File: config.mk
export PLATFORM = sky130hd
export DESIGN_NAME = cdb_arbiter_flat
export DESIGN_NICKNAME = d
export VERILOG_FILES = /design/src/rtl/cdb_arbiter_if.sv /design/src/rtl/cdb_arbiter.sv /design/src/flat_wrapper.sv
export SDC_FILE = /design/constraint.sdc
export NUM_CORES = 1
export LEC_CHECK = 0
export CAP_MARGIN = 10
export CORE_UTILIZATION = 30
export CTS_BUF_LIST = sky130_fd_sc_hd__clkbuf_16
export CTS_CLUSTER_DIAMETER = 80
export DETAILED_ROUTE_END_ITERATION = 6
export GPL_TIMING_DRIVEN = 1
export PLACE_DENSITY = 0.54
export SYNTH_ARGS = -nofsm -noshare
export SYNTH_HDL_FRONTEND = slang
export SYNTH_SLANG_ARGS = --single-unit
export TNS_END_PERCENT = 50
File: constraint.sdc
create_clock -name clock -period 10.02 [get_ports clock]
set_clock_uncertainty 0.1 [all_clocks]
set_input_delay 1.503 -clock clock [delete_from_list [all_inputs] [get_ports clock]]
set_output_delay 1.503 -clock clock [all_outputs]
set_load 0.01 [all_outputs]
File: src/rtl/cdb_arbiter_if.sv
// cdb_arbiter_if: bundles the functional-unit result handshake, the squash
// input and the common-data-bus broadcast outputs for cdb_arbiter.
// The slave modport is the arbiter side; the master modport is the side
// that drives FU results and observes the CDB (FUs, ROB/RS, testbench).
// XLEN and ROB_TAG_LEN default here when the surrounding build leaves them
// undefined.

`ifndef XLEN
`define XLEN 32
`endif

`ifndef ROB_TAG_LEN
`define ROB_TAG_LEN 6
`endif

interface cdb_arbiter_if #(
  parameter int FU_NUM = 4
);

  localparam int SEL_W = $clog2(FU_NUM);

  logic                                squash;
  logic [FU_NUM-1:0]                   fu_valid;
  logic [FU_NUM-1:0][`XLEN-1:0]        fu_value;
  logic [FU_NUM-1:0][`ROB_TAG_LEN-1:0] fu_rob_tag;
  logic                                btu_mispredict;
  logic [`XLEN-1:0]                    btu_pc;

  logic [FU_NUM-1:0]                   fu_ready;
  logic                                cdb_valid;
  logic [SEL_W-1:0]                    cdb_select;
  logic [`ROB_TAG_LEN-1:0]             cdb_rob_tag;
  logic [`XLEN-1:0]                    cdb_value;
  logic                                cdb_mispredict;
  logic [`XLEN-1:0]                    cdb_pc;

  modport slave (
    input  squash,
    input  fu_valid,
    input  fu_value,
    input  fu_rob_tag,
    input  btu_mispredict,
    input  btu_pc,
    output fu_ready,
    output cdb_valid,
    output cdb_select,
    output cdb_rob_tag,
    output cdb_value,
    output cdb_mispredict,
    output cdb_pc
  );

  modport master (
    output squash,
    output fu_valid,
    output fu_value,
    output fu_rob_tag,
    output btu_mispredict,
    output btu_pc,
    input  fu_ready,
    input  cdb_valid,
    input  cdb_select,
    input  cdb_rob_tag,
    input  cdb_value,
    input  cdb_mispredict,
    input  cdb_pc
  );

endinterface

File: src/rtl/cdb_arbiter.sv
// cdb_arbiter: arbitrates the single common data bus between FU_NUM
// functional units. Each FU deposits its finished result into a one-entry
// holding slot; every cycle one occupied slot is granted and registered onto
// the CDB outputs feeding the ROB and the reservation stations. Only the
// branch unit slot (BTU_IDX) carries the mispredict flag and target PC.
//
// Configuration macro CDB_ARB_ROUND_ROBIN_EN:
//   defined   -> round-robin arbitration starting at a rotating pointer
//   undefined -> fixed priority: BTU slot first, then lowest index
//                (no pointer register exists in this build)

`ifndef XLEN
`define XLEN 32
`endif

`ifndef ROB_TAG_LEN
`define ROB_TAG_LEN 6
`endif

module cdb_arbiter #(
  parameter int FU_NUM  = 4,
  parameter int BTU_IDX = 3
) (
  input  logic          clock,
  input  logic          reset,
  cdb_arbiter_if.slave  bus
);

  localparam int              SEL_W   = $clog2(FU_NUM);
  localparam logic [SEL_W-1:0] BTU_SEL = SEL_W'(BTU_IDX);

  // Holding slots, one per functional unit
  logic [FU_NUM-1:0]                   slotValid_q, slotValid_d;
  logic [FU_NUM-1:0][`XLEN-1:0]        slotValue_q, slotValue_d;
  logic [FU_NUM-1:0][`ROB_TAG_LEN-1:0] slotTag_q,   slotTag_d;

  // Extra branch-unit payload, only meaningful while the BTU slot is valid
  logic                                btuMispredict_q, btuMispredict_d;
  logic [`XLEN-1:0]                    btuPc_q,         btuPc_d;

  // Registered CDB broadcast
  logic                                cdbValid_q,     cdbValid_d;
  logic [SEL_W-1:0]                    cdbSelect_q,    cdbSelect_d;
  logic [`ROB_TAG_LEN-1:0]             cdbTag_q,       cdbTag_d;
  logic [`XLEN-1:0]                    cdbValue_q,     cdbValue_d;
  logic                                cdbMispredict_q, cdbMispredict_d;
  logic [`XLEN-1:0]                    cdbPc_q,        cdbPc_d;

  // Arbitration result and handshake
  logic [FU_NUM-1:0]                   grant;
  logic                                anyGrant;
  logic [SEL_W-1:0]                    winIdx;
  logic [FU_NUM-1:0]                   fuReady;
  logic [FU_NUM-1:0]                   accept;

`ifdef CDB_ARB_ROUND_ROBIN_EN

  logic [SEL_W-1:0]                    rrPtr_q, rrPtr_d;
  logic [SEL_W:0]                      rrSum;
  logic [SEL_W-1:0]                    rrIdx;

  // Round-robin pick: scan from the pointer upward, wrapping at FU_NUM
  always_comb begin
    grant    = '0;
    anyGrant = 1'b0;
    winIdx   = '0;
    rrSum    = '0;
    rrIdx    = '0;
    for (int k = 0; k < FU_NUM; k++) begin
      rrSum = {1'b0, rrPtr_q} + (SEL_W+1)'(k);
      if (rrSum >= (SEL_W+1)'(FU_NUM)) begin
        rrSum = rrSum - (SEL_W+1)'(FU_NUM);
      end
      rrIdx = rrSum[SEL_W-1:0];
      if (!anyGrant && slotValid_q[rrIdx]) begin
        anyGrant = 1'b1;
        winIdx   = rrIdx;
      end
    end
    if (anyGrant) begin
      grant[winIdx] = 1'b1;
    end
  end

  // Pointer moves past the winner; a squash cycle broadcasts nothing, so it holds
  always_comb begin
    rrPtr_d = rrPtr_q;
    if (anyGrant && !bus.squash) begin
      if (winIdx == SEL_W'(FU_NUM - 1)) begin
        rrPtr_d = '0;
      end else begin
        rrPtr_d = winIdx + SEL_W'(1);
      end
    end
  end

  // Round-robin pointer register
  always_ff @(posedge clock or posedge reset) begin
    if (reset) begin
      rrPtr_q <= '0;
    end else begin
      rrPtr_q <= rrPtr_d;
    end
  end

`else

  // Fixed priority: the branch unit wins outright, otherwise lowest index wins
  always_comb begin
    grant    = '0;
    anyGrant = 1'b0;
    winIdx   = '0;
    if (slotValid_q[BTU_SEL]) begin
      anyGrant = 1'b1;
      winIdx   = BTU_SEL;
    end else begin
      for (int k = FU_NUM - 1; k >= 0; k--) begin
        if (slotValid_q[k]) begin
          anyGrant = 1'b1;
          winIdx   = SEL_W'(k);
        end
      end
    end
    if (anyGrant) begin
      grant[winIdx] = 1'b1;
    end
  end

`endif

  // A slot is ready when empty or draining this cycle; squash and reset block all intake
  always_comb begin
    if (reset || bus.squash) begin
      fuReady = '0;
    end else begin
      fuReady = ~slotValid_q | grant;
    end
    accept = bus.fu_valid & fuReady;
  end

  // Next-state for slots and for the CDB output registers
  always_comb begin
    slotValid_d     = slotValid_q;
    slotValue_d     = slotValue_q;
    slotTag_d       = slotTag_q;
    btuMispredict_d = btuMispredict_q;
    btuPc_d         = btuPc_q;

    cdbValid_d      = 1'b0;
    cdbSelect_d     = '0;
    cdbTag_d        = '0;
    cdbValue_d      = '0;
    cdbMispredict_d = 1'b0;
    cdbPc_d         = '0;

    if (bus.squash) begin
      slotValid_d = '0;
    end else begin
      for (int i = 0; i < FU_NUM; i++) begin
        if (accept[i]) begin
          slotValid_d[i] = 1'b1;
          slotValue_d[i] = bus.fu_value[i];
          slotTag_d[i]   = bus.fu_rob_tag[i];
        end else if (grant[i]) begin
          slotValid_d[i] = 1'b0;
        end
      end

      if (accept[BTU_IDX]) begin
        btuMispredict_d = bus.btu_mispredict;
        btuPc_d         = bus.btu_pc;
      end

      if (anyGrant) begin
        cdbValid_d  = 1'b1;
        cdbSelect_d = winIdx;
        cdbTag_d    = slotTag_q[winIdx];
        cdbValue_d  = slotValue_q[winIdx];
        if (winIdx == BTU_SEL) begin
          cdbMispredict_d = btuMispredict_q;
          cdbPc_d         = btuPc_q;
        end
      end
    end
  end

  // Slot and CDB registers; reset discards every in-flight result
  always_ff @(posedge clock or posedge reset) begin
    if (reset) begin
      slotValid_q     <= '0;
      slotValue_q     <= '0;
      slotTag_q       <= '0;
      btuMispredict_q <= 1'b0;
      btuPc_q         <= '0;
      cdbValid_q      <= 1'b0;
      cdbSelect_q     <= '0;
      cdbTag_q        <= '0;
      cdbValue_q      <= '0;
      cdbMispredict_q <= 1'b0;
      cdbPc_q         <= '0;
    end else begin
      slotValid_q     <= slotValid_d;
      slotValue_q     <= slotValue_d;
      slotTag_q       <= slotTag_d;
      btuMispredict_q <= btuMispredict_d;
      btuPc_q         <= btuPc_d;
      cdbValid_q      <= cdbValid_d;
      cdbSelect_q     <= cdbSelect_d;
      cdbTag_q        <= cdbTag_d;
      cdbValue_q      <= cdbValue_d;
      cdbMispredict_q <= cdbMispredict_d;
      cdbPc_q         <= cdbPc_d;
    end
  end

  assign bus.fu_ready       = fuReady;
  assign bus.cdb_valid      = cdbValid_q;
  assign bus.cdb_select     = cdbSelect_q;
  assign bus.cdb_rob_tag    = cdbTag_q;
  assign bus.cdb_value      = cdbValue_q;
  assign bus.cdb_mispredict = cdbMispredict_q;
  assign bus.cdb_pc         = cdbPc_q;

endmodule

File: src/flat_wrapper.sv
// flat-port wrapper written by rule: the top's interface ports become plain ports
module cdb_arbiter_flat 
#(
  parameter int FU_NUM  = 4,
  parameter int BTU_IDX = 3
)
  (clock, reset, bus_squash, bus_fu_valid, bus_fu_value, bus_fu_rob_tag, bus_btu_mispredict, bus_btu_pc, bus_fu_ready, bus_cdb_valid, bus_cdb_select, bus_cdb_rob_tag, bus_cdb_value, bus_cdb_mispredict, bus_cdb_pc);
  cdb_arbiter_if #(.FU_NUM(FU_NUM)) bus_i ();
  input  logic clock;
  input  logic reset;
  input wire logic [$bits(bus_i.squash)-1:0] bus_squash;
  input wire logic [$bits(bus_i.fu_valid)-1:0] bus_fu_valid;
  input wire logic [$bits(bus_i.fu_value)-1:0] bus_fu_value;
  input wire logic [$bits(bus_i.fu_rob_tag)-1:0] bus_fu_rob_tag;
  input wire logic [$bits(bus_i.btu_mispredict)-1:0] bus_btu_mispredict;
  input wire logic [$bits(bus_i.btu_pc)-1:0] bus_btu_pc;
  output wire logic [$bits(bus_i.fu_ready)-1:0] bus_fu_ready;
  output wire logic [$bits(bus_i.cdb_valid)-1:0] bus_cdb_valid;
  output wire logic [$bits(bus_i.cdb_select)-1:0] bus_cdb_select;
  output wire logic [$bits(bus_i.cdb_rob_tag)-1:0] bus_cdb_rob_tag;
  output wire logic [$bits(bus_i.cdb_value)-1:0] bus_cdb_value;
  output wire logic [$bits(bus_i.cdb_mispredict)-1:0] bus_cdb_mispredict;
  output wire logic [$bits(bus_i.cdb_pc)-1:0] bus_cdb_pc;
  assign bus_i.squash = bus_squash;
  assign bus_i.fu_valid = bus_fu_valid;
  assign bus_i.fu_value = bus_fu_value;
  assign bus_i.fu_rob_tag = bus_fu_rob_tag;
  assign bus_i.btu_mispredict = bus_btu_mispredict;
  assign bus_i.btu_pc = bus_btu_pc;
  assign bus_fu_ready = bus_i.fu_ready;
  assign bus_cdb_valid = bus_i.cdb_valid;
  assign bus_cdb_select = bus_i.cdb_select;
  assign bus_cdb_rob_tag = bus_i.cdb_rob_tag;
  assign bus_cdb_value = bus_i.cdb_value;
  assign bus_cdb_mispredict = bus_i.cdb_mispredict;
  assign bus_cdb_pc = bus_i.cdb_pc;
  cdb_arbiter #(.FU_NUM(FU_NUM), .BTU_IDX(BTU_IDX)) u_core (.clock(clock), .reset(reset), .bus(bus_i));
endmodule
==> metrics.md <==
| Metric | Value |
|---|---|
| Switching share of power | between 20% and 30% |
| Worst Tran Pin Value | 1.08 ns |
| CP endpoint kind | output port |
| Total CTS buffers | 30 |
| Area Growth Syn to Fin | 38.8% |
| # DRC | 0 |
| Setup TNS | 0 ns |
| Critical path's slowest cell | clkdlybuf4s50_1 |
| Die height | 187 µm |
| CORE AREA | 33,600 µm² |
| First-pass GRT wire length | 43,200 µm |
| Synthesis Warnings | 0 |
| Yosys reg bits | roughly 260 |
| Yosys top cell by area | dfrtp_1 |
| Final Setup Violations | 0 |
| Setup Buffers After CTS | 0 |
| Hold Path Origin | u_core.btuPc_q[2] |
| Power Density | 188 nW/µm² |
| Largest net degree at the start of global routing | 121 |
| Worst path required time | 8.42 ns |
| Top_reg_cell synth | dfrtp_1 |
| Switching power | 0.648 mW |
| Clk sinks | 263 |
| Slowest stage delay, CP | approximately 0.61 ns |
| Final wirelength | ~28,000 µm |
| Rel. slew slack | about 28% |
| First-iteration detailed-routing DRC count | 256 |
| Cts repair resizes | 0 |
| Post-Synthesis Cells | around 680 |
| Synth top area share | 63.9% |
| Synth cell count leaders | dfrtp_1 (263), mux2_2 (140), o22ai_1 (38) |
| Routed vias | roughly 6,500 |
| Fillcell total | 3,158 |
| GPL Wtd Cong | 0.716 |
| Clock Power Share | between 30 and 40% |
| Kind of critical path | input pin to output port |
| Share of cells above drive strength 1 | a little under a quarter |
| Clock Tree Buf Depth | 3 |
| Largest family of logic cells by synthesized area | multiplexers |
| Fin. Hold Viols | 0 |
| WL/cell | 19.8 µm |
| Reg-to-Reg Start | u_core.slotValid_q[0] |
| Net Count, Synth | ~880 |
| Hold Path Depth | 1 |
| Worst skew pair latency | 0.55 ns |
| Xor/xnor cell area share of the yosys netlist | 0% |
| Maximum vdd ir drop | 0.122 mV |
| Syn_area_per_cell | 15.0 µm² |
| DIE AREA | 35,100 µm² |
| Count leader, synth | dfrtp_1 |
| Combinational share of power | 14.7% |
| R2r setup slk | 7.04 ns |
| FP Rows | 67 |
| Total gr overflow | 0 |
| Count of input and output buffers | 269 |
| Simple-Gate Fraction of Synth Area | under 10% |
| Starting Density | between 30% and 40% |
| H-tree depth | 1 |
| P_int | between 2 and 2.5 mW |
| Drt via density | 4.57 |
| Status | finished, final reports clean |
| Hold path endpoint | u_core.bus.cdb_pc[2] |
| Post-synth ARST share | 100% |
| Vias in the first global route | 6,993 |
| Routed Antenna Nets | 0 |
| TritonRoute pass-1 iters | 4 |
| Synth Area in Compound Gates | 5.47% |
| Root Driver | clkbuf_16 |
| Adder-cell area share of the yosys netlist | 0% |
| GR Util All Layers | 16.1% |
| Fraction of synthesized area in multiplexers | 24.6% |
| Final min period | 4.71 ns |
| Seq pwr share | 48.8% |
| Max Fclk | between 200 and 250 MHz |
| Post-synthesis sequential area ratio | between 60% and 70% |
| Worst path cell trace | clkdlybuf4s50_1, nor2_1, and2_1, clkdlybuf4s50_1 |
| Number of synthesized flops with an enable pin | 0 |
| RSZ-0062 raised after global routing | no |
| Final worst-path cycle share | 47.0% |
| Die X | 187 µm |
| Synthesized area | approximately 10,000 µm² |
| Lkg Pwr | approximately 6.3 nW |
| Num ports | 270 |
| Tot Pwr | 2.68 mW |
| FF-to-FF End | u_core.bus.cdb_value[19] |
| Largest fanout on the critical path | 10 |
| Crit start category | input pin |
| Initial antenna violation count | 5 |
| Slew Viols, Final | 0 |
| CTS clk-pin slew, worst paths | 0.06 ns |
| Cts hold-fix bufs | 0 |
| Top cells by area, synth | dfrtp_1 (64%), mux2_2 (15%), mux2i_1 (3.6%), mux2_4 (2.9%), mux2_1 (2.7%) |
| CP arrival | about 3.1 ns |
| R2R cell count | 6 |
| Top cell by count, worst path | clkdlybuf4s50_1 |
| NumNets Final | 1,140 |
| Max-Cap Viols | 0 |
| HP Class | flop to flop |
| CTS tree | built |
| Unique masters post-synth | 27 |
| Hpwl dp | 17,800 µm |
## power by group through the flow
| stage | Sequential [mW] | Clock, mW | Combinational [mW] |
|---|---|---|---|
| after floorplan | 1.31 | 0 | 0.236 |
| after global placement | 1.32 | 0 | 0.395 |
| after detailed placement | 1.33 | 0 | 0.402 |
| after CTS | 1.31 | 1.02 | 0.403 |
| after global routing | 1.33 | 1.06 | 0.431 |
| final | 1.31 | 0.979 | 0.394 |
## critical path: cells and delay by family
kind | cells | cell delay [ns]
and+or+nand+nor | 2 | 0.45
buffers and inverters | 2 | 1.15
## cells in the final DEF (no fill, tap or decap), types with 2 or more instances in the layout
cell / n
clkdlybuf4s50_1: 269
nand2_1: 8
and2_1: 34
nor2_1: 10
a21oi_1: 8
a22oi_1: 32
dfrtp_1: 262
mux2_1: 25
mux2_4: 20
nand2_2: 3
clkinv_2: 5
o22ai_1: 38
o21ai_0: 2
or2_2: 2
clkbuf_16: 31
diode_2: 3
mux2i_1: 37
buf_4: 10
mux2_2: 140
clkinv_1: 5
inv_1: 17
## registers in the layout, indices dropped and copies added (netlist names), 2 cells and up
| register | cells |
|---|---|
| u_core.bus.cdb_rob_tag | 6 |
| u_core.slotTag_q | 24 |
| u_core.slotValid_q | 4 |
| u_core.bus.cdb_pc | 32 |
| u_core.slotValue_q | 128 |
| u_core.bus.cdb_select | 2 |
| u_core.bus.cdb_value | 32 |
| u_core.btuPc_q | 32 |
## through the flow
stage               setup WS, ns  util [%]  cell area [µm²]  std cells  hold slack (ns)
global route                5.24      42.5            14300       1423            0.386
global placement            5.34      39.9            13400       1364            0.359
CTS                         5.32      42.5            14300       1420            0.359
detailed placement          5.33      39.9            13400       1364            0.359
floorplan                   1.16         -            10300        684            0.349
finish                      5.31      42.5            14300       1423            0.361
## worst max path at each step
stage	startpoint	to	slack (ns)	cells after the start
finish	bus_squash	bus_fu_ready[1]	5.31	4
global route	bus_squash	bus_fu_ready[1]	5.24	4
CTS	bus_squash	bus_fu_ready[1]	5.32	4
detailed placement	bus_squash	bus_fu_ready[1]	5.33	4
global placement	bus_squash	bus_fu_ready[1]	5.34	4
floorplan	reset	u_core.btuMispredict_q	1.16	1
## layout make-up
cell class	instances	area [µm²]	area share [%]
sequential	263	6580	46.1
multi-input combinational	370	3470	24.3
timing repair buffer	279	2770	19.4
clock buffer	31	776	5.43
tap	448	561	3.92
clock inverter	25	105	0.736
inverter	4	22.5	0.158
antenna	3	7.51	0.0525
## logic make-up (layout without fill, tap and decap cells)
logic type	count (synthesis)	count (layout)
DFF	263	263
buffers and inverters	51	339
other	0	3
and+or+nand+nor	64	64
muxes	222	222
AOI/OAI and AO/OA	84	84
## routing by layer
metal | GRT usage (%) | share of wire [%] | vias up
met4 | 5.42 | 2.4 | 4
met5 | 0 | 0.078 | -
met3 | 3.30 | 5.4 | 50
li1 | - | - | 2987
met2 | 27.5 | 50 | 166
met1 | 20.3 | 42 | 3298
No activity file was read; power rests on OpenSTA's default activity.
